`config.mk`:
```
export PLATFORM = sky130hd
export DESIGN_NAME = st_packet_arbiter_2to1
export DESIGN_NICKNAME = d
export VERILOG_FILES = /design/src/rtl/st_packet_arbiter_2to1.sv
export SDC_FILE = /design/constraint.sdc
export NUM_CORES = 1
export LEC_CHECK = 0
export BUFFER_PORTS_ARGS = -buffer_cell sky130_fd_sc_hd__buf_2
export CAP_MARGIN = 30
export CORE_MARGIN = 2
export CORE_UTILIZATION = 48
export DETAILED_ROUTE_END_ITERATION = 16
export PLACE_DENSITY = 0.76
export SLEW_MARGIN = 20
export SYNTH_ARGS = -nofsm -noshare
export SYNTH_HDL_FRONTEND = slang
export SYNTH_SLANG_ARGS = --single-unit
```
`constraint.sdc`:
```
create_clock -name clk -period 2.15 [get_ports clk]
set_input_delay 0.5375 -clock clk [delete_from_list [all_inputs] [get_ports clk]]
set_output_delay 0.5375 -clock clk [all_outputs]
set_load 0.01 [all_outputs]
```
`src/rtl/st_packet_arbiter_2to1.sv`:
```
// Packet-granular 2:1 Avalon-ST arbiter with a registered output stage and a sticky framing-error flag.
// Build option: define STREAM_ARB_FIXED_PRIO_EN for fixed priority (in0 wins ties); the default is round-robin.
module st_packet_arbiter_2to1 #(
    parameter int DATA_W = 8
) (
    input  logic              clk,
    input  logic              reset_n,
    input  logic              in0_valid,
    output logic              in0_ready,
    input  logic [DATA_W-1:0] in0_data,
    input  logic              in0_startofpacket,
    input  logic              in0_endofpacket,
    input  logic              in1_valid,
    output logic              in1_ready,
    input  logic [DATA_W-1:0] in1_data,
    input  logic              in1_startofpacket,
    input  logic              in1_endofpacket,
    input  logic              out_ready,
    output logic              out_valid,
    output logic [DATA_W-1:0] out_data,
    output logic              out_startofpacket,
    output logic              out_endofpacket,
    output logic              out_channel,
    input  logic              err_clear,
    output logic              err_sticky
);

    typedef enum logic [1:0] {
        S_IDLE  = 2'd0,
        S_BUSY0 = 2'd1,
        S_BUSY1 = 2'd2
    } state_t;

    state_t              r_state;
    logic                r_first;
    logic                r_out_valid;
    logic [DATA_W-1:0]   r_out_data;
    logic                r_out_sop;
    logic                r_out_eop;
    logic                r_out_channel;
    logic                r_err;
`ifndef STREAM_ARB_FIXED_PRIO_EN
    logic                r_last_grant;
`endif

    logic                w_elig0;
    logic                w_elig1;
    logic                w_pick1;
    logic                w_slot_free;
    logic                w_sel1;
    logic                w_acc;
    logic [DATA_W-1:0]   w_beat_data;
    logic                w_beat_sop;
    logic                w_beat_eop;
    logic                w_drop_err;
    logic                w_sop_err;

    assign w_elig0     = in0_valid & in0_startofpacket;
    assign w_elig1     = in1_valid & in1_startofpacket;
    assign w_slot_free = !r_out_valid | out_ready;

`ifdef STREAM_ARB_FIXED_PRIO_EN
    assign w_pick1 = w_elig1 & !w_elig0;
`else
    assign w_pick1 = w_elig1 & (!w_elig0 | !r_last_grant);
`endif

    // In IDLE a source showing sop is held off while arbitration happens;
    // anything without sop is swallowed so a broken source cannot wedge the arbiter.
    always_comb begin
        in0_ready = 1'b0;
        in1_ready = 1'b0;
        case (r_state)
            S_IDLE: begin
                in0_ready = !in0_startofpacket;
                in1_ready = !in1_startofpacket;
            end
            S_BUSY0: in0_ready = w_slot_free;
            S_BUSY1: in1_ready = w_slot_free;
            default: ;
        endcase
        if (!reset_n) begin
            in0_ready = 1'b0;
            in1_ready = 1'b0;
        end
    end

    assign w_sel1      = (r_state == S_BUSY1);
    assign w_acc       = ((r_state == S_BUSY0) & in0_valid & in0_ready) |
                         ((r_state == S_BUSY1) & in1_valid & in1_ready);
    assign w_beat_data = w_sel1 ? in1_data          : in0_data;
    assign w_beat_sop  = w_sel1 ? in1_startofpacket : in0_startofpacket;
    assign w_beat_eop  = w_sel1 ? in1_endofpacket   : in0_endofpacket;

    assign w_drop_err  = (r_state == S_IDLE) &
                         ((in0_valid & !in0_startofpacket) | (in1_valid & !in1_startofpacket));
    assign w_sop_err   = w_acc & w_beat_sop & !r_first;

    always_ff @(posedge clk or negedge reset_n) begin
        if (!reset_n) begin
            r_state       <= S_IDLE;
            r_first       <= 1'b0;
            r_out_valid   <= 1'b0;
            r_out_data    <= '0;
            r_out_sop     <= 1'b0;
            r_out_eop     <= 1'b0;
            r_out_channel <= 1'b0;
            r_err         <= 1'b0;
`ifndef STREAM_ARB_FIXED_PRIO_EN
            r_last_grant  <= 1'b1;
`endif
        end else begin
            case (r_state)
                S_IDLE: begin
                    if (w_elig0 | w_elig1) begin
                        r_state <= w_pick1 ? S_BUSY1 : S_BUSY0;
                        r_first <= 1'b1;
`ifndef STREAM_ARB_FIXED_PRIO_EN
                        r_last_grant <= w_pick1;
`endif
                    end
                end
                S_BUSY0, S_BUSY1: begin
                    if (w_acc) begin
                        r_first <= 1'b0;
                        if (w_beat_eop) begin
                            r_state <= S_IDLE;
                        end
                    end
                end
                default: r_state <= S_IDLE;
            endcase

            if (w_acc) begin
                r_out_valid   <= 1'b1;
                r_out_data    <= w_beat_data;
                r_out_sop     <= w_beat_sop;
                r_out_eop     <= w_beat_eop;
                r_out_channel <= w_sel1;
            end else if (out_ready) begin
                r_out_valid   <= 1'b0;
            end

            // A fresh error outranks a simultaneous clear.
            if (w_drop_err | w_sop_err) begin
                r_err <= 1'b1;
            end else if (err_clear) begin
                r_err <= 1'b0;
            end
        end
    end

    assign out_valid         = r_out_valid;
    assign out_data          = r_out_data;
    assign out_startofpacket = r_out_sop;
    assign out_endofpacket   = r_out_eop;
    assign out_channel       = r_out_channel;
    assign err_sticky        = r_err;

endmodule

```
# After elaboration in Yosys (flattened, before gate mapping)

Index checks and enable logic that the tools add are counted.

Equality and inequality tests: 5
Mux-type cells: 19
Bitwise logic cells: 18
Reductions and logical operators: 14

Operator list:

| cell               | number |
|---|---|
| $and 1x1->1        | 12 |
| $mux 1             | 10 |
| $mux 2             | 4 |
| $mux 8             | 1 |
| $logic_not 1->1    | 6 |
| $or 1x1->1         | 6 |
| $pmux 1 s2         | 3 |
| $reduce_and 3->1   | 2 |
| $reduce_bool 2->1  | 3 |
| $ne 2x2->1 const B | 2 |
| $pmux 2 s2         | 1 |
| $eq 2x1->1 const B | 1 |
| $eq 2x2->1 const B | 1 |
| $logic_not 2->1    | 1 |
| $ne 2x1->1 const B | 1 |
| $reduce_and 2->1   | 1 |
| $reduce_or 2->1    | 1 |

Bits in registers: 17
Input port bits: 26
Output and inout port bits: 15
Logic and storage cells: 65

# Depth between registers and ports, before layout

Gate-level depths: netlist of the first run.

Depth in word-level cells: 10
Depth in mapped cells: 9

# Worst setup path before layout of the first run

OpenSTA, ideal clock, no wires.

Path kind: flip-flop to output port
Start: register r_state[0]
End: output in1_ready
Data arrival time: 1405 ps
Setup slack: 208 ps
Stages on the path, launching flop included: 7
Path buffers: 2
Path through: dfrtp_1 inv_1 ha_1 clkbuf_1 buf_2 a32oi_1 nor2b_1

Cells in the longest elaborated chain, start to end: 3
Elaborated cells on any way between the ends: 4

RTL lines:

| what                   | line | RTL |
|---|---|---|
| from (decl)            | 34   | `state_t r_state;` |
| from (signal assigned) | 116  | `r_state <= w_pick1 ? S_BUSY1 : S_BUSY0;` |
| $eq 2x2->1             | n/a  |  |
| net w_sel1             | 50   | `logic w_sel1;` |
| $pmux 1 s2             | 73   | `case (r_state)` |
| $mux 1                 | 82   | `if (!reset_n) begin` |
| to (decl)              | 14   | `output logic in1_ready,` |

The timed path passes the listed nets, and every way through them passes these cells.

# Worst setup path after layout of the first run

Start: register r_state[0]
End: output in1_ready

Cells in the longest elaborated chain, start to end: 3
Elaborated cells on any way between the ends: 4

RTL lines:

| what                                                 | line |
|---|---|
| $eq 2x2->1 / $logic_not 2->1 (equally long branches) | 73 |
| $pmux 1 s2 *                                         | 73 |
| $mux 1 *                                             | 82 |

Mark *: on every way between the ends. The rest lies on a longest branch, timed or not.

==> impl_results.md, run 1 <==
- CORE AREA: 2150 sq um
- Residual DRC: 0
- Hold WS: 0.0891 ns
- Drt pass-1 iters: 4
- Primary FF master, synth: dfrtp_1
- Chip height: 51.0 um
- Vias in the first global route: 872
- Most common cell in the netlist: dfrtp_1
- Synthesis warning total: 0
- Distinct cells, synth: 33
- TritonCTS clock tree: built
- Drt via density: 5.16
- Worst Path Arrival: 1.52 ns
- Clk root buf: clkbuf_4
- Final Critical Period: 2.06 ns
- Synth area leader: dfrtp_1
- DRT Wirelength: 2270 um
- Vias: 908
- Synthesized Nets: 133
- Nets: 180
- Initial core utilization: 49.4%
- Worst-skew pair later-pin latency: 0.28 ns
- Die Width: 51.0 um
- Gr usage total: 18.6%
- Global-route wire length before repair: 3640 um
- Largest net degree at the start of global routing: 12
- Worst Hold Class: input port to asynchronous set/reset pin
- ANT cells: 0
- VDD IR max: 0.000771 V
- CP Max Fanout: 3
- Post-DP HPWL: 1800 um
- Clock-pin slew on the worst setup and hold paths: 0.09 ns
- IO Port Bufs: 40
- DR iter-0 viols: 22
- FF+latch count, synth: 17
- Setup TNS: 0 ns
- Routed WL per cell: 12.9 um
- Synth-to-layout area growth: 27.9%
- Routability cong.: 0.829
- GR Util met1: 24.6%
- M3 GR Usage: 2.63%
- Status: completed
- Worst Max-Slew Pin Slew: 0.282 ns
- Initial antenna violation count: 0
- Rel. slew slack: 80.7%
- Multi-input combinational cell area: 598 sq um
- Clock Sinks: 17
- WP data required: 1.61 ns
- Async S/R FF share, synth: 100%
- Top-area cell type share of the netlist area: 37.7%
- Final Instance Count excl. Fillers: 176
- Gr busiest metal: met2
- CP Launch Type: register
- Synth top area cells: dfrtp_1, mux2i_1, a21oi_2
- Endpoints failing setup: 0
- CTS Hold Bufs: 0
- Pwr dens: 1180 nW/um^2
- Synth cell count leaders: dfrtp_1, a21oi_2, mux2i_1
- Met2 Track Usage GR: 31.0%
- Share of layout cells above drive strength 1: 55.4%
- # IOs: 41
- P_leak: 0.615 nW
- Pwr Total: 0.00161 W
- Post-DRT Antenna Nets: 0
- Die area: 2610 sq um
- Clock H-tree levels: 1
- Worst Setup End Kind: output port
- Syn_area_per_cell: 10.4 sq um
- Max-cap violations: 0
- Total gr overflow: 0
- Number of cell rows: 17
- Synth Cell Area: 1060 sq um
- Flip-flop and latch area: 427 sq um
- Placed Instances: 171
- Seq/Total Area, Yosys: 40.2%
- Clock Path Buffers: 2
- Max Transition Viols Final: 0
- Fill cell count: 194
- Peak Freq: 0.486 GHz
- Skew final: 0.00575 ns
- Setup CP Type: register to output port
- Mapped Cells: 102
- CTS buffer count: 3
- Post-synth EDFFs: 0
- Fin. Hold Viols: 0
- Final period util: 95.6%
==> cells by family after synthesis <==
family | count (synthesis) | synth area share, %
and+or+nand+nor | 30 | 15.2
muxes | 11 | 10.5
AOI/OAI and AO/OA | 29 | 23.1
adders and majority gates | 5 | 5.89
DFF | 17 | 40.2
buffers and inverters | 10 | 5.18
==> worst max-delay path, stage by stage, from the launching register on <==
cell	delay, ns
dfrtp_1	0.40
inv_2	0.08
ha_1	0.24
nand2_1	0.06
nand2_1	0.06
a32oi_1	0.19
nor2b_1	0.07
buf_2	0.14
==> routing by layer <==
layer / vias to the layer above / routed length, um / part of all wire, %
li1: 450 / - / -
met1: 420 / 1010 / 45
met2: 36 / 1110 / 49
met3: 2 / 136 / 6.0
met4: 0 / 11 / 0.48
met5: - / 0 / 0
==> repair_timing <==
item                       in CTS  in global routing
setup endpoints to repair       0                  2
gates resized for setup         0                  6
hold endpoints to repair        0                  0
buffers inserted                0                  1
==> placed cells by master, fill, tap and decap left out, drive strengths merged, types with 2 or more instances in the layout <==
cell type,instances
o2bb2ai,2
a21boi,2
a21oi,13
nor2,12
clkbuf,3
o21ai,2
nor2b,2
mux2i,10
dfrtp,16
inv,5
nand3,2
nand2b,4
nand2,7
ha,5
a31oi,3
buf,47
==> flip-flops by register name, summed over array words and instances, names as in the netlist <==
name / cells
out_valid: 1
out_endofpacket: 1
out_data: 8
r_first: 1
out_channel: 1
r_state: 2
out_startofpacket: 1
r_last_grant: 1
err_sticky: 1
==> final cells by class <==
cell class	count	area share, %
inverter	5	1.38
timing repair buffer	47	18.6
tap	28	2.58
multi-input combinational	75	44.0
sequential	17	31.4
clock inverter	1	0.368
clock buffer	3	1.66
==> path summary, 6_finish.rpt <==
check                                         from                  endpoint  slack, ns  cells after the start
max                         r_state[0]$_DFFE_PN0P_                 in1_ready       0.09                      7
min                                        reset_n    r_state[1]$_DFFE_PN0P_       0.09                      1
max reg2reg                 r_state[1]$_DFFE_PN0P_       r_first$_DFFE_PN0P_       0.34                      8
min reg2reg                out_data[5]$_DFFE_PN0P_   out_data[5]$_DFFE_PN0P_       0.53                      2
max in group asynchronous                  reset_n   out_data[6]$_DFFE_PN0P_       1.71                      2
min in group clk                         in0_valid  r_last_grant$_DFFE_PN1P_       0.51                      2
==> report_power, final <==
part / leakage [nW] / internal, W / total (W) / switching [W]
registers: 0.196 / 0.000471 / 0.000571 / 0.000100
logic: 0.401 / 0.000406 / 0.000870 / 0.000464
clock network: 0.0177 / 0.0000690 / 0.000166 / 0.0000967
==> stage by stage <==
step | worst slack [ns] | util, % | area, sq um
finish | 0.0939 | 63.2 | 1360
global route | -0.0551 | 63.2 | 1360
CTS | 0.0253 | 62.1 | 1330
detailed placement | 0.224 | 60.8 | 1310
global placement | 0.330 | 60.8 | 1310
floorplan | 0.208 | - | 1060
Note: power is estimated with default switching activity, not from simulation.
==> run 2, diff against run 1 <==
- CORE_ASPECT_RATIO: default -> 1.25
==> run 2 against run 1 <==
Effect of this change:
- final cell count shrank 2.8%
- sequential share of layout area decreased by 0.058 points
- register-to-register slack got worse by 0.03 ns
- die area about the same
- global-route usage increased by 1.8 points
- combinational power rose by 2%
- core utilization grew 0.38 points
- total power rose by 0.80%
- clock skew shrank 0.0030 ns
- critical endpoint is now in0_ready
- largest cell class unchanged
- highest routed layer unchanged
==> impl_results.md, run 2 (synthesized netlist as in run 1, its figures left out) <==
- Worst flop-to-flop path startpoint: r_state[1]$_DFFE_PN0P_
- Clock H-tree levels: 1 (unchanged)
- Chip height: 56.6 um (+11%)
- Final Critical Period: 1.99 ns (-0.0691 ns)
- Largest register FFs: 8 (unchanged)
- R2R Setup Slk: 0.31 ns (-0.03 ns)
- Worst Setup End Kind: output port
- Total gr overflow: 0 (unchanged)
- Gr busiest metal: met2
- Slowest CP cell: dfrtp_1
- Drt pass-1 iters: 4 (unchanged)
- Crit Reg-Reg Endpoint: out_channel$_DFFE_PN0P_
- Commonest non-fill, non-tap cells in the layout: buf_2, dfrtp_1, a21oi_2
- # IOs: 41 (unchanged)
- DR iter-0 viols: 8 (-64%)
- Post-DRT Antenna Nets: 0 (unchanged)
- RSZ-0062 raised after global routing: false
- Top Family by Delay on Critical Path: flip-flops
- ANT cells: 0 (unchanged)
- FF-to-FF path depth: 7 (-1)
- Clk root buf: clkbuf_4
- Worst Hold Class: input port to asynchronous set/reset pin
- Status: completed
- Residual DRC: 0 (unchanged)
- IO Port Bufs: 40 (unchanged)
- Number of cell rows: 19 (+2)
- Initial core utilization: 49.6% (+0.20 points)
- Die Width: 46.1 um (-9.7%)
- DRT Wirelength: 2320 um (+1.9%)
- CP Cell Sequence: inv_2 -> buf_4 -> ha_1 -> o211ai_1 -> a21boi_0 -> buf_2
- Die area: 2610 sq um (about the same)
- Pwr dens: 1190 nW/um^2 (+0.62%)
- Clock-pin slew on the worst setup and hold paths: 0.09 ns (about the same)
- Share of layout cells above drive strength 1: 54.7% (-0.74 points)
- Final Instance Count excl. Fillers: 171 (-2.8%)
- Setup TNS: 0 ns (unchanged)
- Initial antenna violation count: 0 (unchanged)
- Vias: 900 (-0.88%)
- Routed WL per cell: 13.5 um (+4.9%)
- Setup CP Type: register to output port
- Skew final: 0.00272 ns (-0.00303 ns)
- Gr usage total: 20.4% (+1.8 points)
- WP data required: 1.61 ns (about the same)
- Endpoints failing setup: 0 (unchanged)
- CORE AREA: 2140 sq um (-0.41%)
- Global-route wire length before repair: 3910 um (+7.4%)
- Routability cong.: 0.834 (+0.58%)
- P_leak: 0.624 nW (+1.5%)
- CP Max Fanout: 4 (+1)
- Worst-skew pair later-pin latency: 0.28 ns (about the same)
- TritonCTS clock tree: built
- CTS Hold Bufs: 0 (unchanged)
- Worst Max-Slew Pin Slew: 0.265 ns (-0.0167 ns)
- Fin. Hold Viols: 0 (unchanged)
- Placed Instances: 165 (-3.5%)
- Max Transition Viols Final: 0 (unchanged)
- Rel. slew slack: 81.8% (+1.1 points)
- Largest net degree at the start of global routing: 14 (+2)
- Vias in the first global route: 894 (+2.5%)
- Synth-to-layout area growth: 28.2%
- CTS buffer count: 3 (unchanged)
- Met2 Track Usage GR: 33.3% (+2.4 points)
- CP peak stage delay: 0.43 ns (+0.03 ns)
- GR Util met1: 26.5% (+1.9 points)
- Clock Path Buffers: 2 (unchanged)
- Most common cell after layout, fill and taps aside: buf_2
- M3 GR Usage: 2.57% (-0.059 points)
- Nets: 182 (+1.1%)
- Post-DP HPWL: 1910 um (+5.9%)
- WP buf/inv: 3 (+1)
- Peak Freq: 0.503 GHz (+3.5%)
- Final period util: 92.4% (-3.2 points)
- Worst Path Arrival: 1.45 ns (-0.07 ns)
- Max-cap violations: 0 (unchanged)
- VDD IR max: 0.000719 V (-6.7%)
- Drt via density: 5.26 (+2.0%)
- CP Launch Type: register
- Clock Sinks: 17 (unchanged)
-- run 2: changes by cell type in the layout (fill, tap and decap cells not counted), sizes merged --
cell and delta:
clkinv -1, buf +2, clkbuf +1
-- run 2: metrics by stage --
stage / total power, W / utilization (%) / hold slack (ns) / cell area [sq um] / setup slack [ns]
after floorplan: 0.00114 / - / 0.242 / 1060 / 0.208
after global placement: 0.00140 / 61.0 / 0.389 / 1310 / 0.283
after detailed placement: 0.00143 / 61.0 / 0.394 / 1310 / 0.277
after CTS: 0.00163 / 62.9 / 0.0747 / 1350 / 0.0128
after global routing: 0.00177 / 63.6 / 0.0730 / 1360 / 0.0187
final: 0.00162 / 63.6 / 0.0838 / 1360 / 0.163
-- run 2: report_power, final --
part / internal, W / switching (W) / total (W)
clock: 0.0000719 / 0.0000882 / 0.000160
combinational: 0.000423 / 0.000467 / 0.000890
sequential: 0.000471 / 0.0000985 / 0.000570
-- run 2: worst register-to-register path, stage by stage, from the launching register on --
cell	delay, ns
dfrtp_1	0.43
inv_2	0.11
ha_4	0.21
nand2b_1	0.09
a21oi_2	0.19
a22oi_2	0.13
a21boi_4	0.21
mux2_2	0.36
-- run 2: per-layer routing --
metal	routed length (um)	up-vias
met1	970	415
met3	103	2
li1	-	454
met2	1230	29
met4	11	0
met5	0	-
-- run 2: how the worst max path moves through the flow --
stage	cells after the start	slack, ns	end	from
after CTS	6	0.01	in0_ready	r_state[1]$_DFFE_PN0P_
final	6	0.16	in0_ready	r_state[1]$_DFFE_PN0P_
after global routing	5	0.02	in1_ready	r_state[0]$_DFFE_PN0P_
after global placement	6	0.28	in0_ready	r_state[0]$_DFFE_PN0P_
after floorplan	6	0.21	in1_ready	r_state[0]$_DFFE_PN0P_
after detailed placement	7	0.28	r_state[1]$_DFFE_PN0P_	r_state[0]$_DFFE_PN0P_
-- run 2: repair_timing --
item | in CTS | in global routing
gates cloned | 0 | 0
gates resized for setup | 4 | 1
hold endpoints to repair | 0 | 0
setup endpoints to repair | 2 | 2
buffers inserted | 0 | 3
-- run 2: cell type report --
cell class | count | area [sq um]
Fill cell | 183 | 778
Multi-Input combinational cell | 75 | 596
Sequential cell | 17 | 427
Timing Repair Buffer | 49 | 268
Clock buffer | 4 | 26.3
Tap cell | 21 | 26.3
Inverter | 5 | 18.8
==> run 3, diff against run 2 <==
- MAX_ROUTING_LAYER: default -> met4
==> run 3 against run 2 <==
Effect of this change:
- clock skew increased by 0.0070 ns
- register-to-register slack improved by 0.03 ns
- critical path type unchanged
- sequential power decreased by 0.7%
- combinational power increased by 2%
- routed wire length increased by 6.3%
- die area unchanged
- highest routed layer unchanged
- design area decreased by 0.18%
- total power increased by 1.3%
- final cell count decreased by 0.58%
- critical endpoint is now in1_ready
==> impl_results.md, run 3 (synthesized netlist as in run 1, its figures left out) <==
- Status: completed
- Peak Freq: 0.490 GHz (-2.7%)
- Clock Sinks: 17 (unchanged)
- Clock-pin slew on the worst setup and hold paths: 0.11 ns (+0.02 ns)
- Max Transition Viols Final: 0 (unchanged)
- Max-cap violations: 0 (unchanged)
- ANT cells: 0 (unchanged)
- Commonest non-fill, non-tap cells in the layout: buf_2, dfrtp_1, a21oi_2
- Routed WL per cell: 14.5 um (+6.9%)
- CORE AREA: 2140 sq um (unchanged)
- WP data required: 1.61 ns (about the same)
- Worst Setup End Kind: output port
- CP Launch Type: register
- Logic pwr share: 55.1% (+0.2 points)
- Nets: 181 (-0.55%)
- Share of layout cells above drive strength 1: 54.4% (-0.30 points)
- Clock Path Buffers: 2 (unchanged)
- Clk root buf: clkbuf_4
- CP peak stage delay: 0.39 ns (-0.04 ns)
- Worst Setup Slack, final: 0.108 ns (-0.0553 ns)
- Routability cong.: 0.841 (+0.86%)
- Die area: 2610 sq um (unchanged)
- Largest net degree at the start of global routing: 14 (unchanged)
- Chip height: 56.6 um (unchanged)
- Synth-to-layout area growth: 27.9%
- Endpoints failing setup: 0 (unchanged)
- Worst Path Arrival: 1.50 ns (+0.05 ns)
- RSZ-0062 raised after global routing: false
- Fin. Hold Viols: 0 (unchanged)
- Setup slack at placement: 0.229 ns (-0.0480 ns)
- Pwr Total: 0.00164 W (+1.3%)
- Skew final: 0.00976 ns (+0.00705 ns)
- Initial core utilization: 49.6% (unchanged)
- Pwr dens: 1210 nW/um^2 (+1.5%)
- FF-to-FF path depth: 7 (unchanged)
- Clock network fraction of total power: 10.4% (+0.5 points)
- Setup CP Type: register to output port
- Total gr overflow: 0 (unchanged)
- Number of cell rows: 19 (unchanged)
- CP Cell Sequence: inv_1 -> ha_2 -> a32oi_1 -> nor2b_1 -> buf_2
- Post-DP HPWL: 2000 um (+4.9%)
- Switching fraction of total power: 41.3% (+0.93 points)
- Largest register FFs: 8 (unchanged)
- Switching power: 0.000678 W (+3.6%)
- Residual DRC: 0 (unchanged)
- Final period util: 95.0% (+2.6 points)
- Post-DRT Antenna Nets: 0 (unchanged)
- Clock H-tree levels: 1 (unchanged)
- Setup TNS: 0 ns (unchanged)
- # IOs: 41 (unchanged)
- Drt pass-1 iters: 4 (unchanged)
- Hold WS: 0.0705 ns (-0.0133 ns)
- Global-route wire length before repair: 4160 um (+6.5%)
- Fill cell count: 198 (+8.2%)
- VDD IR max: 0.000705 V (-2.0%)
- IO Port Bufs: 40 (unchanged)
- Sequential Power Share: 34.5% (-0.7 points)
- Worst-skew pair later-pin latency: 0.29 ns (about the same)
- TritonCTS clock tree: built
- P_leak: 0.624 nW (about the same)
- CTS buffer count: 3 (unchanged)
- Most common cell after layout, fill and taps aside: buf_2
- Rel. slew slack: 81.1% (-0.70 points)
- Worst Max-Slew Pin Slew: 0.276 ns (+0.0102 ns)
- Int Pwr: 0.000963 W (-0.31%)
- Worst Hold Class: input port to asynchronous set/reset pin
- DRT Wirelength: 2460 um (+6.3%)
- Gr usage total: 22.3% (+1.9 points)
- Vias: 926 (+2.9%)
- CTS Hold Bufs: 0 (unchanged)
- Initial antenna violation count: 0 (unchanged)
- Slowest CP cell: dfrtp_1
- CP Max Fanout: 6 (+2)
- Drt via density: 5.45 (+3.5%)
- Die Width: 46.1 um (unchanged)
- DR iter-0 viols: 13 (+5)
- Vias in the first global route: 958 (+7.2%)
- Final Critical Period: 2.04 ns (+0.0553 ns)
## run 3: critical path: cells and delay by family, from the launching register on
kind,cells,cell delay (ns)
flip-flops,1,0.39
adder cells (fa/ha/maj),1,0.32
buffers and inverters,2,0.28
AO/OA/AOI/OAI,1,0.12
AND/OR/NAND/NOR,1,0.11
## run 3: worst paths after layout
kind / startpoint / to / slack, ns
max reg2reg: r_state[0]$_DFFE_PN0P_ / out_channel$_DFFE_PN0P_ / 0.34
max: r_state[0]$_DFFE_PN0P_ / in1_ready / 0.11
max in group asynchronous: reset_n / out_data[0]$_DFFE_PN0P_ / 1.65
min: reset_n / out_startofpacket$_DFFE_PN0P_ / 0.07
min in group clk: in0_valid / r_last_grant$_DFFE_PN1P_ / 0.51
min reg2reg: out_data[3]$_DFFE_PN0P_ / out_data[3]$_DFFE_PN0P_ / 0.53
## run 3: power by group through the flow
stage | Sequential [W] | Combinational (W) | Clock [W]
after detailed placement | 0.000576 | 0.000862 | 0
after global routing | 0.000588 | 0.000992 | 0.000187
after CTS | 0.000567 | 0.000891 | 0.000175
final | 0.000566 | 0.000904 | 0.000170
after floorplan | 0.000626 | 0.000512 | 0
after global placement | 0.000572 | 0.000830 | 0
## run 3: through the flow
step	instance area [sq um]	cells	utilization [%]
after floorplan	1060	102	-
final	1360	170	63.5
after global placement	1310	165	61.0
after CTS	1350	170	62.9
after detailed placement	1310	165	61.0
after global routing	1360	170	63.5
## run 3: timing repair
item,CTS,global route
resized for setup,2,4
setup buffers,1,0
setup endpoints to repair,2,2
pin swaps,0,1
## run 3: final cells by class
class	instances	area [sq um]	share of cell area, %
clock buffers	3	22.5	1.66
clock inverters	1	5.00	0.368
inverters	5	18.8	1.38
multi-input cells	75	596	43.8
flip-flops and latches	17	427	31.4
well taps	21	26.3	1.93
repair buffers	48	264	19.4
## run 3: routing by layer
| metal | global-route usage (%) | part of all wire [%] | wire [um] | up-vias |
|---|---|---|---|---|
| li1 | - | - | - | 454 |
| met1 | 27.7 | 41 | 1020 | 430 |
| met2 | 35.7 | 52 | 1270 | 38 |
| met3 | 1.93 | 4.7 | 115 | 4 |
| met4 | 10.2 | 2.4 | 59 | 0 |
| met5 | - | 0 | 0 | - |
